$ cat src/rtl/rotation_commit_if.sv
// rotation_commit_if: piece colour/orientation types and the signal bundle shared by
// the rotate-commit stage, the rotation table, the board RAM and the game-control FSM.
package rotation_pkg;
    typedef enum logic [2:0] {CYAN, YELLOW, PURPLE, GREEN, RED, BLUE, ORANGE} block_color;
    typedef enum logic [1:0] {NORMAL, ROT_LEFT, ROT2, ROT_RIGHT} orientation;
endpackage

interface rotation_commit_if;
    import rotation_pkg::*;
    logic rot_l_req, rot_r_req;
    block_color block, tbl_block;
    orientation cur_orientation, tbl_orientation, new_orientation;
    logic [19:0] x_block, y_block, tbl_xblock, tbl_yblock;
    logic [19:0] tbl_rot_xblock, tbl_rot_yblock, new_xblock, new_yblock;
    logic tbl_rotate_left, query_valid, occupied, busy, done, accepted;
    logic [4:0] query_x, query_y;
    modport slave (
        input rot_l_req, rot_r_req, block, x_block, y_block, cur_orientation,
              tbl_rot_xblock, tbl_rot_yblock, occupied,
        output tbl_block, tbl_rotate_left, tbl_orientation, tbl_xblock, tbl_yblock,
               query_valid, query_x, query_y, busy, done, accepted,
               new_xblock, new_yblock, new_orientation
    );
    modport master (
        output rot_l_req, rot_r_req, block, x_block, y_block, cur_orientation,
               tbl_rot_xblock, tbl_rot_yblock, occupied,
        input tbl_block, tbl_rotate_left, tbl_orientation, tbl_xblock, tbl_yblock,
              query_valid, query_x, query_y, busy, done, accepted,
              new_xblock, new_yblock, new_orientation
    );
endinterface

$ cat src/rtl/rotation_commit.sv
// rotation_commit: latches a rotate request, checks the table's candidate cells against bounds
// and board occupancy, then commits or rejects. Define ROT_WALL_KICK_EN for x+1 / x-1 kick retries.
module rotation_commit
    import rotation_pkg::*;
#(
    parameter int BOARD_W = 10,
    parameter int BOARD_H = 20
) (
    input logic Clk,
    input logic Reset_n,
    rotation_commit_if.slave rc
);
    typedef enum logic [2:0] {IDLE, LATCH, CHECK, WAIT,
`ifdef ROT_WALL_KICK_EN
        KICK,
`endif
        FINISH} state_t;
    localparam logic [4:0] W = 5'(BOARD_W);
    localparam logic [4:0] H = 5'(BOARD_H);
    state_t state, next;
    logic [1:0] k;
    logic fail, q_prev, in_bounds, fail_now, start;
    logic [4:0] off, cx, cy;
    logic [3:0][4:0] cand_x, cand_y, cand_xo;
    orientation rot_o;
`ifdef ROT_WALL_KICK_EN
    logic [1:0] attempt;
    logic last;
    assign last = attempt == 2'd2;
`endif
    assign start = rc.rot_l_req ^ rc.rot_r_req;
    always_comb begin
        for (int i = 0; i < 4; i++) cand_xo[i] = cand_x[i] + off;
    end
    assign cx = cand_xo[k];
    assign cy = cand_y[k];
    // 5-bit unsigned compare: a wrapped -1 (31) fails the bound naturally
    assign in_bounds = cx < W && cy < H;
    assign fail_now = fail || (q_prev && rc.occupied);
    assign rot_o = rc.tbl_rotate_left ? orientation'(rc.tbl_orientation + 2'd1)
                                      : orientation'(rc.tbl_orientation - 2'd1);
    assign rc.busy = state != IDLE;
    assign rc.done = state == FINISH;
    assign rc.query_valid = state == CHECK && in_bounds;
    assign rc.query_x = rc.query_valid ? cx : 5'd0;
    assign rc.query_y = rc.query_valid ? cy : 5'd0;
    always_comb begin
        next = state;
        case (state)
            IDLE:   next = start ? LATCH : IDLE;
            LATCH:  next = rc.tbl_block == YELLOW ? FINISH : CHECK;
            CHECK:  next = k == 2'd3 ? WAIT : CHECK;
`ifdef ROT_WALL_KICK_EN
            WAIT:   next = fail_now && !last ? KICK : FINISH;
            KICK:   next = CHECK;
`else
            WAIT:   next = FINISH;
`endif
            FINISH: next = IDLE;
            default: next = IDLE;
        endcase
    end
    always_ff @(posedge Clk or negedge Reset_n) begin
        if (!Reset_n) state <= IDLE;
        else state <= next;
    end
    always_ff @(posedge Clk or negedge Reset_n) begin
        if (!Reset_n) begin
            rc.tbl_block <= block_color'(3'd0);
            rc.tbl_rotate_left <= 1'b0;
            rc.tbl_orientation <= orientation'(2'd0);
            rc.tbl_xblock <= '0;
            rc.tbl_yblock <= '0;
            rc.accepted <= 1'b0;
            rc.new_xblock <= '0;
            rc.new_yblock <= '0;
            rc.new_orientation <= NORMAL;
            cand_x <= '0;
            cand_y <= '0;
            off <= '0;
            k <= '0;
            fail <= 1'b0;
            q_prev <= 1'b0;
`ifdef ROT_WALL_KICK_EN
            attempt <= '0;
`endif
        end else begin
            case (state)
                IDLE: if (start) begin
                    rc.tbl_block <= rc.block;
                    rc.tbl_rotate_left <= rc.rot_l_req;
                    rc.tbl_orientation <= rc.cur_orientation;
                    rc.tbl_xblock <= rc.x_block;
                    rc.tbl_yblock <= rc.y_block;
                end
                LATCH: begin
                    cand_x <= rc.tbl_rot_xblock;
                    cand_y <= rc.tbl_rot_yblock;
                    off <= '0;
                    k <= '0;
                    fail <= 1'b0;
                    q_prev <= 1'b0;
`ifdef ROT_WALL_KICK_EN
                    attempt <= '0;
`endif
                    if (rc.tbl_block == YELLOW) begin
                        rc.accepted <= 1'b1;
                        rc.new_xblock <= rc.tbl_xblock;
                        rc.new_yblock <= rc.tbl_yblock;
                        rc.new_orientation <= rc.tbl_orientation;
                    end
                end
                CHECK: begin
                    k <= k + 2'd1;
                    fail <= fail_now || !in_bounds;
                    q_prev <= in_bounds;
                end
                WAIT: if (next == FINISH) begin
                    rc.accepted <= !fail_now;
                    rc.new_xblock <= fail_now ? rc.tbl_xblock : cand_xo;
                    rc.new_yblock <= fail_now ? rc.tbl_yblock : cand_y;
                    rc.new_orientation <= fail_now ? rc.tbl_orientation : rot_o;
                end
`ifdef ROT_WALL_KICK_EN
                KICK: begin
                    k <= '0;
                    fail <= 1'b0;
                    q_prev <= 1'b0;
                    attempt <= attempt + 2'd1;
                    off <= attempt == 2'd0 ? 5'd1 : 5'h1f;
                end
`endif
                default: ;
            endcase
        end
    end
endmodule

$ cat src/flat_wrapper.sv
// flat-port wrapper written by rule: the top's interface ports become plain ports
module rotation_commit_flat import rotation_pkg::*;
#(
    parameter int BOARD_W = 10,
    parameter int BOARD_H = 20
)
  (Clk, Reset_n, rc_rot_l_req, rc_rot_r_req, rc_block, rc_x_block, rc_y_block, rc_cur_orientation, rc_tbl_rot_xblock, rc_tbl_rot_yblock, rc_occupied, rc_tbl_block, rc_tbl_rotate_left, rc_tbl_orientation, rc_tbl_xblock, rc_tbl_yblock, rc_query_valid, rc_query_x, rc_query_y, rc_busy, rc_done, rc_accepted, rc_new_xblock, rc_new_yblock, rc_new_orientation);
  rotation_commit_if rc_i ();
  input logic Clk;
  input logic Reset_n;
  input wire logic [$bits(rc_i.rot_l_req)-1:0] rc_rot_l_req;
  input wire logic [$bits(rc_i.rot_r_req)-1:0] rc_rot_r_req;
  input wire logic [$bits(rc_i.block)-1:0] rc_block;
  input wire logic [$bits(rc_i.x_block)-1:0] rc_x_block;
  input wire logic [$bits(rc_i.y_block)-1:0] rc_y_block;
  input wire logic [$bits(rc_i.cur_orientation)-1:0] rc_cur_orientation;
  input wire logic [$bits(rc_i.tbl_rot_xblock)-1:0] rc_tbl_rot_xblock;
  input wire logic [$bits(rc_i.tbl_rot_yblock)-1:0] rc_tbl_rot_yblock;
  input wire logic [$bits(rc_i.occupied)-1:0] rc_occupied;
  output wire logic [$bits(rc_i.tbl_block)-1:0] rc_tbl_block;
  output wire logic [$bits(rc_i.tbl_rotate_left)-1:0] rc_tbl_rotate_left;
  output wire logic [$bits(rc_i.tbl_orientation)-1:0] rc_tbl_orientation;
  output wire logic [$bits(rc_i.tbl_xblock)-1:0] rc_tbl_xblock;
  output wire logic [$bits(rc_i.tbl_yblock)-1:0] rc_tbl_yblock;
  output wire logic [$bits(rc_i.query_valid)-1:0] rc_query_valid;
  output wire logic [$bits(rc_i.query_x)-1:0] rc_query_x;
  output wire logic [$bits(rc_i.query_y)-1:0] rc_query_y;
  output wire logic [$bits(rc_i.busy)-1:0] rc_busy;
  output wire logic [$bits(rc_i.done)-1:0] rc_done;
  output wire logic [$bits(rc_i.accepted)-1:0] rc_accepted;
  output wire logic [$bits(rc_i.new_xblock)-1:0] rc_new_xblock;
  output wire logic [$bits(rc_i.new_yblock)-1:0] rc_new_yblock;
  output wire logic [$bits(rc_i.new_orientation)-1:0] rc_new_orientation;
  assign rc_i.rot_l_req = rc_rot_l_req;
  assign rc_i.rot_r_req = rc_rot_r_req;
  assign rc_i.block = rc_block;
  assign rc_i.x_block = rc_x_block;
  assign rc_i.y_block = rc_y_block;
  assign rc_i.cur_orientation = rc_cur_orientation;
  assign rc_i.tbl_rot_xblock = rc_tbl_rot_xblock;
  assign rc_i.tbl_rot_yblock = rc_tbl_rot_yblock;
  assign rc_i.occupied = rc_occupied;
  assign rc_tbl_block = rc_i.tbl_block;
  assign rc_tbl_rotate_left = rc_i.tbl_rotate_left;
  assign rc_tbl_orientation = rc_i.tbl_orientation;
  assign rc_tbl_xblock = rc_i.tbl_xblock;
  assign rc_tbl_yblock = rc_i.tbl_yblock;
  assign rc_query_valid = rc_i.query_valid;
  assign rc_query_x = rc_i.query_x;
  assign rc_query_y = rc_i.query_y;
  assign rc_busy = rc_i.busy;
  assign rc_done = rc_i.done;
  assign rc_accepted = rc_i.accepted;
  assign rc_new_xblock = rc_i.new_xblock;
  assign rc_new_yblock = rc_i.new_yblock;
  assign rc_new_orientation = rc_i.new_orientation;
  rotation_commit #(.BOARD_W(BOARD_W), .BOARD_H(BOARD_H)) u_core (.Clk(Clk), .Reset_n(Reset_n), .rc(rc_i));
endmodule
$ cat config.mk
export PLATFORM = sky130hd
export DESIGN_NAME = rotation_commit_flat
export DESIGN_NICKNAME = d
export VERILOG_FILES = /design/src/rtl/rotation_commit_if.sv /design/src/rtl/rotation_commit.sv /design/src/flat_wrapper.sv
export SDC_FILE = /design/constraint.sdc
export NUM_CORES = 1
export LEC_CHECK = 0
export BUFFER_PORTS_ARGS = -buffer_cell sky130_fd_sc_hd__buf_2
export CAP_MARGIN = 20
export CELL_PAD_IN_SITES_DETAIL_PLACEMENT = 1
export CELL_PAD_IN_SITES_GLOBAL_PLACEMENT = 1
export CORE_MARGIN = 2
export CORE_UTILIZATION = 40
export DETAILED_ROUTE_END_ITERATION = 6
export PLACE_DENSITY = 0.81
export SYNTH_ARGS = -nofsm -noshare
export SYNTH_HDL_FRONTEND = slang
export SYNTH_SLANG_ARGS = --single-unit
export TNS_END_PERCENT = 50
$ cat constraint.sdc
create_clock -name Clk -period 2.45 [get_ports Clk]
set_clock_uncertainty 0.05 [all_clocks]
set_input_delay 0.245 -clock Clk [delete_from_list [all_inputs] [get_ports Clk]]
set_output_delay 0.245 -clock Clk [all_outputs]
set_load 0.005 [all_outputs]
# After elaboration in Yosys (flattened, before gate mapping)
# Index checks and enable logic that the tools add are counted.
# totals
reg_bits	136
inputBits	90
elab_cells	79
# classes
add_sub_neg	3
order_cmp	3
eq_ne	9
n_mux	29
n_bitwise	1
reduce_logical	13
# ops
operator	count
two-way mux 20 bit	6
case mux 20 bit (2 select lines)	2
binary-select mux 5 bit (select 2 bit)	2
two-way mux 5 bit	4
case mux 3 bit (4 select lines)	1
two-way mux 2 bit	4
case mux 2 bit (2 select lines)	2
equality test 3 x 1 -> 1 bit, second input constant	2
equality test 3 x 2 -> 1 bit, second input constant	2
equality test 3 bit, second input constant	2
case mux 1 bit (2 select lines)	3
less-than comparator 5 x 4 -> 1 bit, second input constant	1
less-than comparator 5 bit, second input constant	1
adder 2 x 1 -> 2 bit, second input constant	2
two-way mux 1 bit	4
!= test 2 x 1 -> 1 bit, second input constant	2
nonzero test 2 bit	2
logical AND 1 bit	3
logical NOT 3 bit	1
less-than comparator 2 x 3 -> 1 bit, second input constant	1
two-way mux 3 bit	1
AND reduction 3 bit	1
nonzero test 3 bit	1
equality test 2 bit, second input constant	1
other kinds (5)	7

# Logic depth before layout (Yosys ltp)
# Gate-level depths: netlist of the first run.
# depth
word_depth	7
ltp_mapped	6
mapped_depth_nobuf	4

# Least setup slack after synthesis of the first run
# Ideal clock, no wire load.
# synth_timing
path_type	register -> output
startpoint	register u_core.k[0]
endpoint	output rc_query_x[1]
t_arrival_ps	1707
required_ps	2155
path_slack_ps	448
path_stages_with_launch	7
cell_sequence	dfrtp_1 buf_6 mux4_2 o21ai_0 and4bb_1 buf_6 and2_1
# synth_between
elab_chain_cells	6
elab_cells_between_ends	9
cone_classes	order compare (2); mux (5); reduce/logical (2)
# synth_lines
element	line	text
start: declaration	rotation_commit.sv:21	logic [1:0] k;
start signal: assignment	rotation_commit.sv:114	k <= k + 2'd1;
binary-select mux 5 bit (select 2 bit), on equally long branches	rotation_commit.sv:35, rotation_commit.sv:36	
two-way mux 5 bit, on equally long branches	rotation_commit.sv:35, rotation_commit.sv:36	
less-than comparator 5 x 4 -> 1 bit or less-than comparator 5 bit (tied branches)	rotation_commit.sv:38	assign in_bounds = cx < W && cy < H;
logical AND 1 bit (*)	rotation_commit.sv:38	
logical AND 1 bit (*)	rotation_commit.sv:44	assign rc.query_valid = state == CHECK && in_bounds;
named net rc_query_valid	flat_wrapper.sv:25	output wire logic [$bits(rc_i.query_valid)-1:0] rc_query_valid;
two-way mux 5 bit (*)	rotation_commit.sv:45	assign rc.query_x = rc.query_valid ? cx : 5'd0;
end: declaration	flat_wrapper.sv:26	output wire logic [$bits(rc_i.query_x)-1:0] rc_query_x;
# Mark *: on every way through the listed nets, which the timed path passes. The rest lies on a longest branch. The select of a mux whose other input is x is not followed.

# Final worst setup path of the first run
# layout_timing
startpoint	register u_core.k[0]
endpoint	output rc_query_y[1]
# layout_between
elab_chain_cells	6
elab_cells_between_ends	9
cone_classes	order compare (2); mux (5); reduce/logical (2)
# layout_lines
element	line	text
binary-select mux 5 bit (select 2 bit), on equally long branches	rotation_commit.sv:35, rotation_commit.sv:36	
two-way mux 5 bit, on equally long branches	rotation_commit.sv:35, rotation_commit.sv:36	
less-than comparator 5 x 4 -> 1 bit or less-than comparator 5 bit (tied branches)	rotation_commit.sv:38	
logical AND 1 bit	rotation_commit.sv:38	
logical AND 1 bit	rotation_commit.sv:44	
two-way mux 5 bit (*)	rotation_commit.sv:46	assign rc.query_y = rc.query_valid ? cy : 5'd0;
end: declaration	flat_wrapper.sv:27	output wire logic [$bits(rc_i.query_y)-1:0] rc_query_y;
# Mark *: on every way between the ends. The rest lies on a longest branch, timed or not. The select of a mux whose other input is x is not followed.

==> results by group, run 1 <==
Final layout
  – Most frequent standard cell in the layout excluding fill and tap cells: buf_2
  – Number of nets at the end of the flow: ~770
  – Layout Cell Area excl Fill: 8180 um^2
  – Most used cells in the layout excluding fill and tap cells: buf_2, dfrtp_1, mux2_2
  – Area of combinational cells with multiple inputs: roughly 2300 um^2
  – FILL cells: approximately 1500
  – Layout cell share with drive strength beyond 1: 0.506
  – Seq. cell area: about 3400 um^2
  – Non-filler cells in the finished layout: roughly 880
  – Util after Layout: 0.567
  – Area added between synthesis and finish: 39.7%

Outcome
  – Run status: finished with violations
  – Failing checks: setup timing

Synthesis
  – Post-synthesis sequential element count: between 100 and 150
  – Compound-cell area share of the yosys netlist: 0.0519
  – Parity-gate share of the synthesized area counting xor and xnor cells: 0.00748
  – Adder and majority cell fraction of the synthesized area: 0.00214
  – Mux share of post-synthesis cell area: 0.274
  – Mean area per synthesized cell: ~13 um^2
  – Simple-gate share of the synthesized area: 0.0562
  – Gate count after technology mapping: 442
  – Count of yosys warnings during synthesis: 0
  – Share of the yosys chip area belonging to registers: 0.581
  – Synthesized Nets: ~530
  – Count of distinct cell types in the synthesized netlist: 32
  – Combinational family with the most area after synthesis: multiplexers
  – Cell area after technology mapping: 5860 um^2

GRT
  – Maximum number of pins on one net before global-route repair: between 50 and 60
  – Via count of the first global-routing pass: 5103
  – Wire length of the first global-routing pass: between 20000 and 30000 um
  – Number of antenna violations at the first check in global routing: 4
  – GRT overflow: 0
  – GRT Overall Usage: 0.237

Detailed routing
  – DRC violations left: 0
  – Average via count per standard cell: between 5 and 6
  – Via count: between 4000 and 5000
  – Avg WL per Cell: about 21 um
  – Iteration count of the initial detailed-routing pass: 5
  – Violation count after the first detailed-route iteration: 160
  – Remaining number of nets flagged by the antenna check after routing: 0
  – Final routed wirelength across all metal layers: 18200 um

Clock network
  – Clock slew seen by the registers of the worst setup and hold paths: 0.06 ns
  – Clock tree root buffer cell: clkbuf_16
  – Clock tree buffer depth: 2
  – Number of clock sinks seen by CTS: 136
  – Depth of the CTS H-tree: 4
  – TritonCTS clock tree: yes
  – Clock network latency to the later pin of the worst-skew pair: around 0.42 ns
  – Num CTS Buffers: 17

Die
  – Die boundary width: about 130 um
  – Number of primary I/O pins: 192
  – Area of the die: 15600 um^2
  – Starting density of the core: 0.406
  – Die span in y: 125 um
  – Total core area: 14400 um^2
  – Count of standard-cell rows: 44

Timing
  – Slew margin rel.: 0.494
  – Number of hold violations in the final report: 0
  – Final worst hold slack: roughly 0.010 ns
  – Worst-margin pin slew: around 0.76 ns
  – Period Utilization, post-route: 1.08
  – Unrepaired setup endpoints after global routing: yes
  – Minimum period implied by the final worst setup slack: between 2 and 3 ns
  – Fmax achieved: between 300 and 400 MHz
  – Setup violators final: 10
  – PnR worst setup slack: -0.201 ns
  – Final Slew Violations: 0

Pwr
  – LEAKAGE: 3.82 nW
  – Power density normalized to cell area: between 1000 and 1500 nW/um^2
  – Worst IR Drop VDD: ~0.7 mV

Setup path
  – Cell-by-cell listing of the critical path: buf_6 -> mux4_2 -> o21ai_2 -> and4bb_1 -> buf_6 -> and2_4 -> buf_6
  – Max stage delay cell, worst path: mux4_2
  – Setup CP Type: reg2out
  – Largest incremental delay on the critical path: 0.55 ns
  – Peak fanout along the critical path: 7
  – Required time of the critical path: approximately 2.2 ns
  – CP arrival: about 2.4 ns
  – Cell class contributing the biggest share of worst-path delay: multiplexers
  – Critical path buffer and inverter count: 3
  – Endpoint kind of the worst setup timing path: primary output
  – CP startpoint kind: register
  – Most numerous cell on the critical path: buf_6

Placement
  – Half-perimeter wire length after placement: roughly 12000 um
  – DP Cell Count: just over 800
  – Final weighted congestion of routability-driven global placement: 0.785
  – Post-DP Area: around 7000 um^2
  – Input/output buffers: 190

Worst hold path
  – Class of the most critical hold timing path: in2reg

Run
  – Max-cap viol count: 0
area by class of cell:
cell class | count | share of cell area
timing repair buffer | 245 | 0.190
tap | 184 | 0.0281
sequential | 136 | 0.416
inverter | 3 | 0.00138
antenna | 3 | 0.000918
multi-input combinational | 274 | 0.286
clock buffer | 24 | 0.0613
clock inverter | 8 | 0.0171
Yosys cell counts:
master	instances	area (um^2)
o22a_1	1	8.76
a21oi_1	3	15.0
buf_2	14	70.1
conb_1	1	3.75
nand2b_1	2	12.5
and3_1	1	6.26
nor3_1	2	10.0
buf_1	2	7.51
clkbuf_1	10	37.5
nand3b_1	1	7.51
inv_1	3	11.3
mux4_1	3	78.8
nand3_1	1	5.00
xor2_1	2	17.5
buf_4	1	7.51
ha_1	1	12.5
buf_6	2	22.5
mux4_2	7	158
mux2_1	6	67.6
and2_1	10	62.6
o21ai_0	19	95.1
nor3b_1	2	15.0
nand2_1	46	173
nor2b_1	1	6.26
and4bb_1	1	12.5
nor2_1	5	18.8
a22oi_1	2	15.0
xnor2_1	3	26.3
mux2_2	79	890
mux2i_1	41	410
dfrtp_1	136	3400
o21ai_1	34	170
report_power, final:
| part | switching (mW) | total [mW] | internal (mW) |
|---|---|---|---|
| Combinational | 2.12 | 4.60 | 2.48 |
| Clock | 0.929 | 2.76 | 1.83 |
| Sequential | 0.975 | 4.36 | 3.39 |
what timing repair did:
item	4_1_cts	5_1_grt
pin swaps	7	2
buffers inserted	6	2
gates resized for setup	18	11
hold buffers	29	0
endpoints found under the setup margin	10	10
endpoints found under the hold margin	83	0
sequential cells by signal, indices dropped and copies added, names as in the netlist:
name / flops
u_core.cand_x: 20
u_core.cand_y: 20
u_core.fail: 1
u_core.k: 2
u_core.q_prev: 1
u_core.rc.accepted: 1
u_core.rc.new_orientation: 2
u_core.rc.new_xblock: 20
u_core.rc.new_yblock: 20
u_core.rc.tbl_block: 3
u_core.rc.tbl_orientation: 2
u_core.rc.tbl_rotate_left: 1
u_core.rc.tbl_xblock: 20
u_core.rc.tbl_yblock: 20
u_core.state: 3
metrics by stage:
stage	setup TNS [ns]	setup slack [ns]	power (mW)
finish	-1.83	-0.201	11.7
global route	-2.15	-0.229	12.4
CTS	-1.18	-0.146	11.7
detailed placement	0	0.0973	8.58
global placement	0	0.151	8.30
floorplan	0	0.448	6.65
layer usage:
metal	share of wire	up-vias	routed length (um)	GRT usage
li1	-	2029	-	-
met1	0.39	2309	7160	0.275
met2	0.52	140	9490	0.411
met3	0.040	53	723	0.0552
met4	0.044	2	805	0.119
met5	0.00060	-	11	0
worst paths after layout:
| kind | start | to | slack (ns) | cells after the start |
|---|---|---|---|---|
| worst min register to register | u_core.rc.new_xblock[4] | u_core.rc.new_xblock[4] | 0.43 | 2 |
| worst max-delay path | u_core.k[0] | rc_query_y[1] | -0.20 | 7 |
| worst max register to register | u_core.state[2] | u_core.rc.new_yblock[13] | 0.42 | 5 |
| max in group asynchronous | Reset_n | u_core.rc.tbl_yblock[12] | 1.26 | 3 |
| worst min-delay path | rc_tbl_rot_xblock[4] | u_core.cand_x[4] | 0.01 | 2 |
| min in group asynchronous | Reset_n | u_core.rc.tbl_yblock[6] | 0.31 | 2 |
cell families (layout without fill, tap and decap cells):
group,after synthesis,in the layout
compound gates,59,59
xor+xnor,5,5
fa+ha+maj,1,1
buf+inv,32,280
flops,136,136
mux,136,136
other cells,1,4
simple gates,72,72
(Power assumes the default switching activity.)
==> inputs of run 2 (changes only) <==
--- a/config.mk
+++ b/config.mk
@@ -5,14 +5,15 @@
 export SDC_FILE = /design/constraint.sdc
 export NUM_CORES = 1
 export LEC_CHECK = 0
+export ABC_AREA = 1
 export BUFFER_PORTS_ARGS = -buffer_cell sky130_fd_sc_hd__buf_2
 export CAP_MARGIN = 20
 export CELL_PAD_IN_SITES_DETAIL_PLACEMENT = 1
 export CELL_PAD_IN_SITES_GLOBAL_PLACEMENT = 1
 export CORE_MARGIN = 2
-export CORE_UTILIZATION = 40
+export CORE_UTILIZATION = 37
 export DETAILED_ROUTE_END_ITERATION = 6
-export PLACE_DENSITY = 0.81
+export PLACE_DENSITY = 0.82
 export SYNTH_ARGS = -nofsm -noshare
 export SYNTH_HDL_FRONTEND = slang
 export SYNTH_SLANG_ARGS = --single-unit
==> results by group, run 2 <==
Die
  – Starting density of the core: 0.377 (-0.0290)
  – Die boundary width: 131 um (+4.6%)
  – Number of primary I/O pins: 192 (unchanged)
  – Area of the die: 17100 um^2 (+9.5%)
  – Total core area: 15800 um^2 (+9.3%)
  – Count of standard-cell rows: 46 (+4.5%)
  – Die span in y: 131 um (+4.6%)

Synthesis
  – Parity-gate share of the synthesized area counting xor and xnor cells: 0.00589 (-0.00159)
  – Async S/R FF share, synth: 1.00 (unchanged)
  – Mux share of post-synthesis cell area: 0 (-0.274)
  – Combinational family with the most area after synthesis: simple AND/OR/NAND/NOR gates
  – Share of the yosys chip area belonging to registers: 0.572 (-0.00880)
  – Primary flip-flop cell chosen by synthesis mapping: dfrtp_1
  – Cell area after technology mapping: 5950 um^2 (+1.5%)
  – Number of flops mapped to enable cells by yosys: 0 (unchanged)
  – Adder and majority cell fraction of the synthesized area: 0.00210 (-0.0000324)
  – Simple-gate share of the synthesized area: 0.296 (+0.240)
  – Mean area per synthesized cell: 8.17 um^2 (-38%)
  – Library cell with the highest instance count after synthesis: nand2_1
  – Synth area leader: dfrtp_1
  – Cell types occupying the most area after synthesis: dfrtp_1, nand2_1, a31oi_1, nor2_1, buf_2
  – Count of yosys warnings during synthesis: 0 (unchanged)
  – Compound-cell area share of the yosys netlist: 0.0646 (+0.0127)
  – Synthesized Nets: 819 (+54%)
  – Area share of the largest cell type after synthesis: 0.572 (-0.00880)
  – Count of distinct cell types in the synthesized netlist: 28 (-13%)
  – Gate count after technology mapping: 728 (+65%)
  – Post-synthesis sequential element count: 136 (unchanged)
  – Synth top cells by count: nand2_1, dfrtp_1, nor2_1

GRT
  – GRT Overall Usage: 0.268 (+0.0315)
  – Maximum number of pins on one net before global-route repair: 64 (+10%)
  – Via count of the first global-routing pass: 6747 (+32%)
  – GR Layer Usage met1: 0.307 (+0.0322)
  – Wire length of the first global-routing pass: 34600 um (+22%)
  – Most used routing layer: met2
  – Met3 track demand over resource: 0.0725 (+0.0173)
  – GRT overflow: 0 (unchanged)
  – Number of antenna violations at the first check in global routing: 0 (-4)
  – Global routing met2 resource utilization: 0.486 (+0.0742)

Timing
  – Period Utilization, post-route: 0.957 (-0.125)
  – Slew margin rel.: 0.651 (+0.157)
  – Number of hold violations in the final report: 0 (unchanged)
  – Setup violators final: 0 (-10)
  – Worst-margin pin slew: 0.523 ns (-0.233 ns)
  – Minimum period implied by the final worst setup slack: 2.34 ns (-0.307 ns)
  – Final Slew Violations: 0 (unchanged)
  – Unrepaired setup endpoints after global routing: yes
  – Setup tns final: 0 ns (+1.83 ns)
  – Fmax achieved: 427 MHz (+13%)
  – Final worst hold slack: 0.0577 ns (+0.0474 ns)

Worst hold path
  – Worst Hold Launch: rc_rot_l_req
  – Class of the most critical hold timing path: in2reg

Setup path
  – End of the critical path: rc_query_x[0]
  – Most numerous cell on the critical path: nand2_1
  – CP startpoint kind: register
  – Setup slack of the most critical reg-to-reg path: 0.56 ns (+0.14 ns)
  – CP arrival: 2.05 ns (-0.31 ns)
  – Worst reg-to-reg path cell count: 6 (+1)
  – Launching instance or port of the critical path: u_core.k[0]
  – Required time of the critical path: 2.15 ns (about the same)
  – Worst reg2reg path startpoint: u_core.rc.tbl_block[1]
  – Cell-by-cell listing of the critical path: buf_6 -> nand2_1 -> nand3_1 -> and2_1 -> nand2_1 -> nand4_1 -> buf_4 -> nor2_1 -> buf_2
  – End of the worst register-to-register path: u_core.rc.new_xblock[7]
  – Largest incremental delay on the critical path: 0.47 ns (-0.08 ns)
  – Setup CP Type: reg2out
  – Peak fanout along the critical path: 11 (+4)
  – Endpoint kind of the worst setup timing path: primary output
  – Max stage delay cell, worst path: dfrtp_2

Placement
  – Final weighted congestion of routability-driven global placement: 0.834 (+6.2%)
  – Half-perimeter wire length after placement: 13000 um (+7.5%)
  – Post-DP Area: 7110 um^2 (+0.26%)
  – Input/output buffers: 190 (unchanged)

Clock network
  – Clock tree root buffer cell: clkbuf_16
  – Clock network latency to the later pin of the worst-skew pair: 0.44 ns (+0.02 ns)
  – Clock tree buffer depth: 2 (unchanged)
  – Num CTS Buffers: 17 (unchanged)
  – Clock slew seen by the registers of the worst setup and hold paths: 0.06 ns (about the same)
  – Number of clock sinks seen by CTS: 136 (unchanged)
  – Depth of the CTS H-tree: 4 (unchanged)
  – TritonCTS clock tree: yes

Detailed routing
  – Final routed wirelength across all metal layers: 21500 um (+18%)
  – Iteration count of the initial detailed-routing pass: 4 (-1)
  – Average via count per standard cell: 4.88 (-5.6%)
  – Remaining number of nets flagged by the antenna check after routing: 0 (unchanged)
  – Via count: 5993 (+32%)
  – Violation count after the first detailed-route iteration: 227 (+42%)
  – DRC violations left: 0 (unchanged)
  – Avg WL per Cell: 17.5 um (-15%)

Final layout
  – Layout Cell Area excl Fill: 8590 um^2 (+5.0%)
  – Number of nets at the end of the flow: 1090 (+42%)
  – Antenna diodes: 0 (-3)
  – Layout cell share with drive strength beyond 1: 0.253 (-0.253)
  – Most frequent standard cell in the layout excluding fill and tap cells: nand2_1
  – Area added between synthesis and finish: 44.4%
  – Most used cells in the layout excluding fill and tap cells: nand2_1, buf_2, dfrtp_1

Outcome
  – Run status: finished clean

Pwr
  – Power consumption: 11.5 mW (-2.0%)
  – Power density normalized to cell area: 1340 nW/um^2 (-6.7%)
  – LEAKAGE: 4.46 nW (+17%)
  – Worst IR Drop VDD: 0.582 mV (-16%)

Run
  – Max-cap viol count: 0 (unchanged)
==> run 2: kinds of logic (layout without fill, tap and decap cells) <==
family,Yosys count,count (layout)
xor+xnor,4,4
fa+ha+maj,1,1
simple gates,458,458
compound gates,64,64
buf+inv,64,348
other cells,1,1
flops,136,136
==> run 2: cell type report <==
cell class	instances	area [um^2]
clock buffers	17	425
clock inverters	15	155
fillers	1967	7180
inverters	21	85.1
multi-input cells	528	2220
flip-flops and latches	136	3400
well taps	216	270
repair buffers	295	2030
==> run 2: per-stage QoR <==
step | setup WS (ns) | cells | util
global placement | 0.505 | 1108 | 0.451
finish | 0.106 | 1228 | 0.545
detailed placement | 0.433 | 1108 | 0.451
floorplan | 0.800 | 728 | -
global route | -0.00822 | 1228 | 0.545
CTS | 0.0130 | 1226 | 0.543
==> run 2: layer usage <==
layer | routed length [um] | vias up
met5 | 0 | -
met1 | 8680 | 2955
met3 | 1100 | 33
met2 | 11400 | 172
met4 | 395 | 0
li1 | - | 2833
==> run 2: how the worst min path moves through the flow <==
stage                                      to  slack, ns  cells after the start
floorplan                    u_core.cand_x[0]      -0.10                      0
global route        u_core.rc.tbl_rotate_left       0.07                      3
detailed placement    u_core.rc.new_xblock[9]       0.19                      1
global placement      u_core.rc.new_xblock[9]       0.18                      1
CTS                 u_core.rc.tbl_rotate_left       0.04                      3
finish              u_core.rc.tbl_rotate_left       0.06                      3
==> run 2: repair_timing <==
item                                    in CTS  in global routing
hold buffers                                86                  0
gates resized for setup                      1                  6
cloned                                       0                  0
endpoints found under the hold margin      134                  0
setup buffers                                0                  2
endpoints found under the setup margin       9                 10
pin swaps                                    0                  1
==> run 2: report_power, final <==
part           switching, mW  internal (mW)
Combinational           2.79           1.88
Clock                   1.05           1.50
Sequential             0.896           3.37
==> run 2: worst max-delay path: cells and delay by family (launching register included) <==
family        cells  cell delay, ns
buf+inv           3            0.50
simple gates      6            0.67
flops             1            0.47
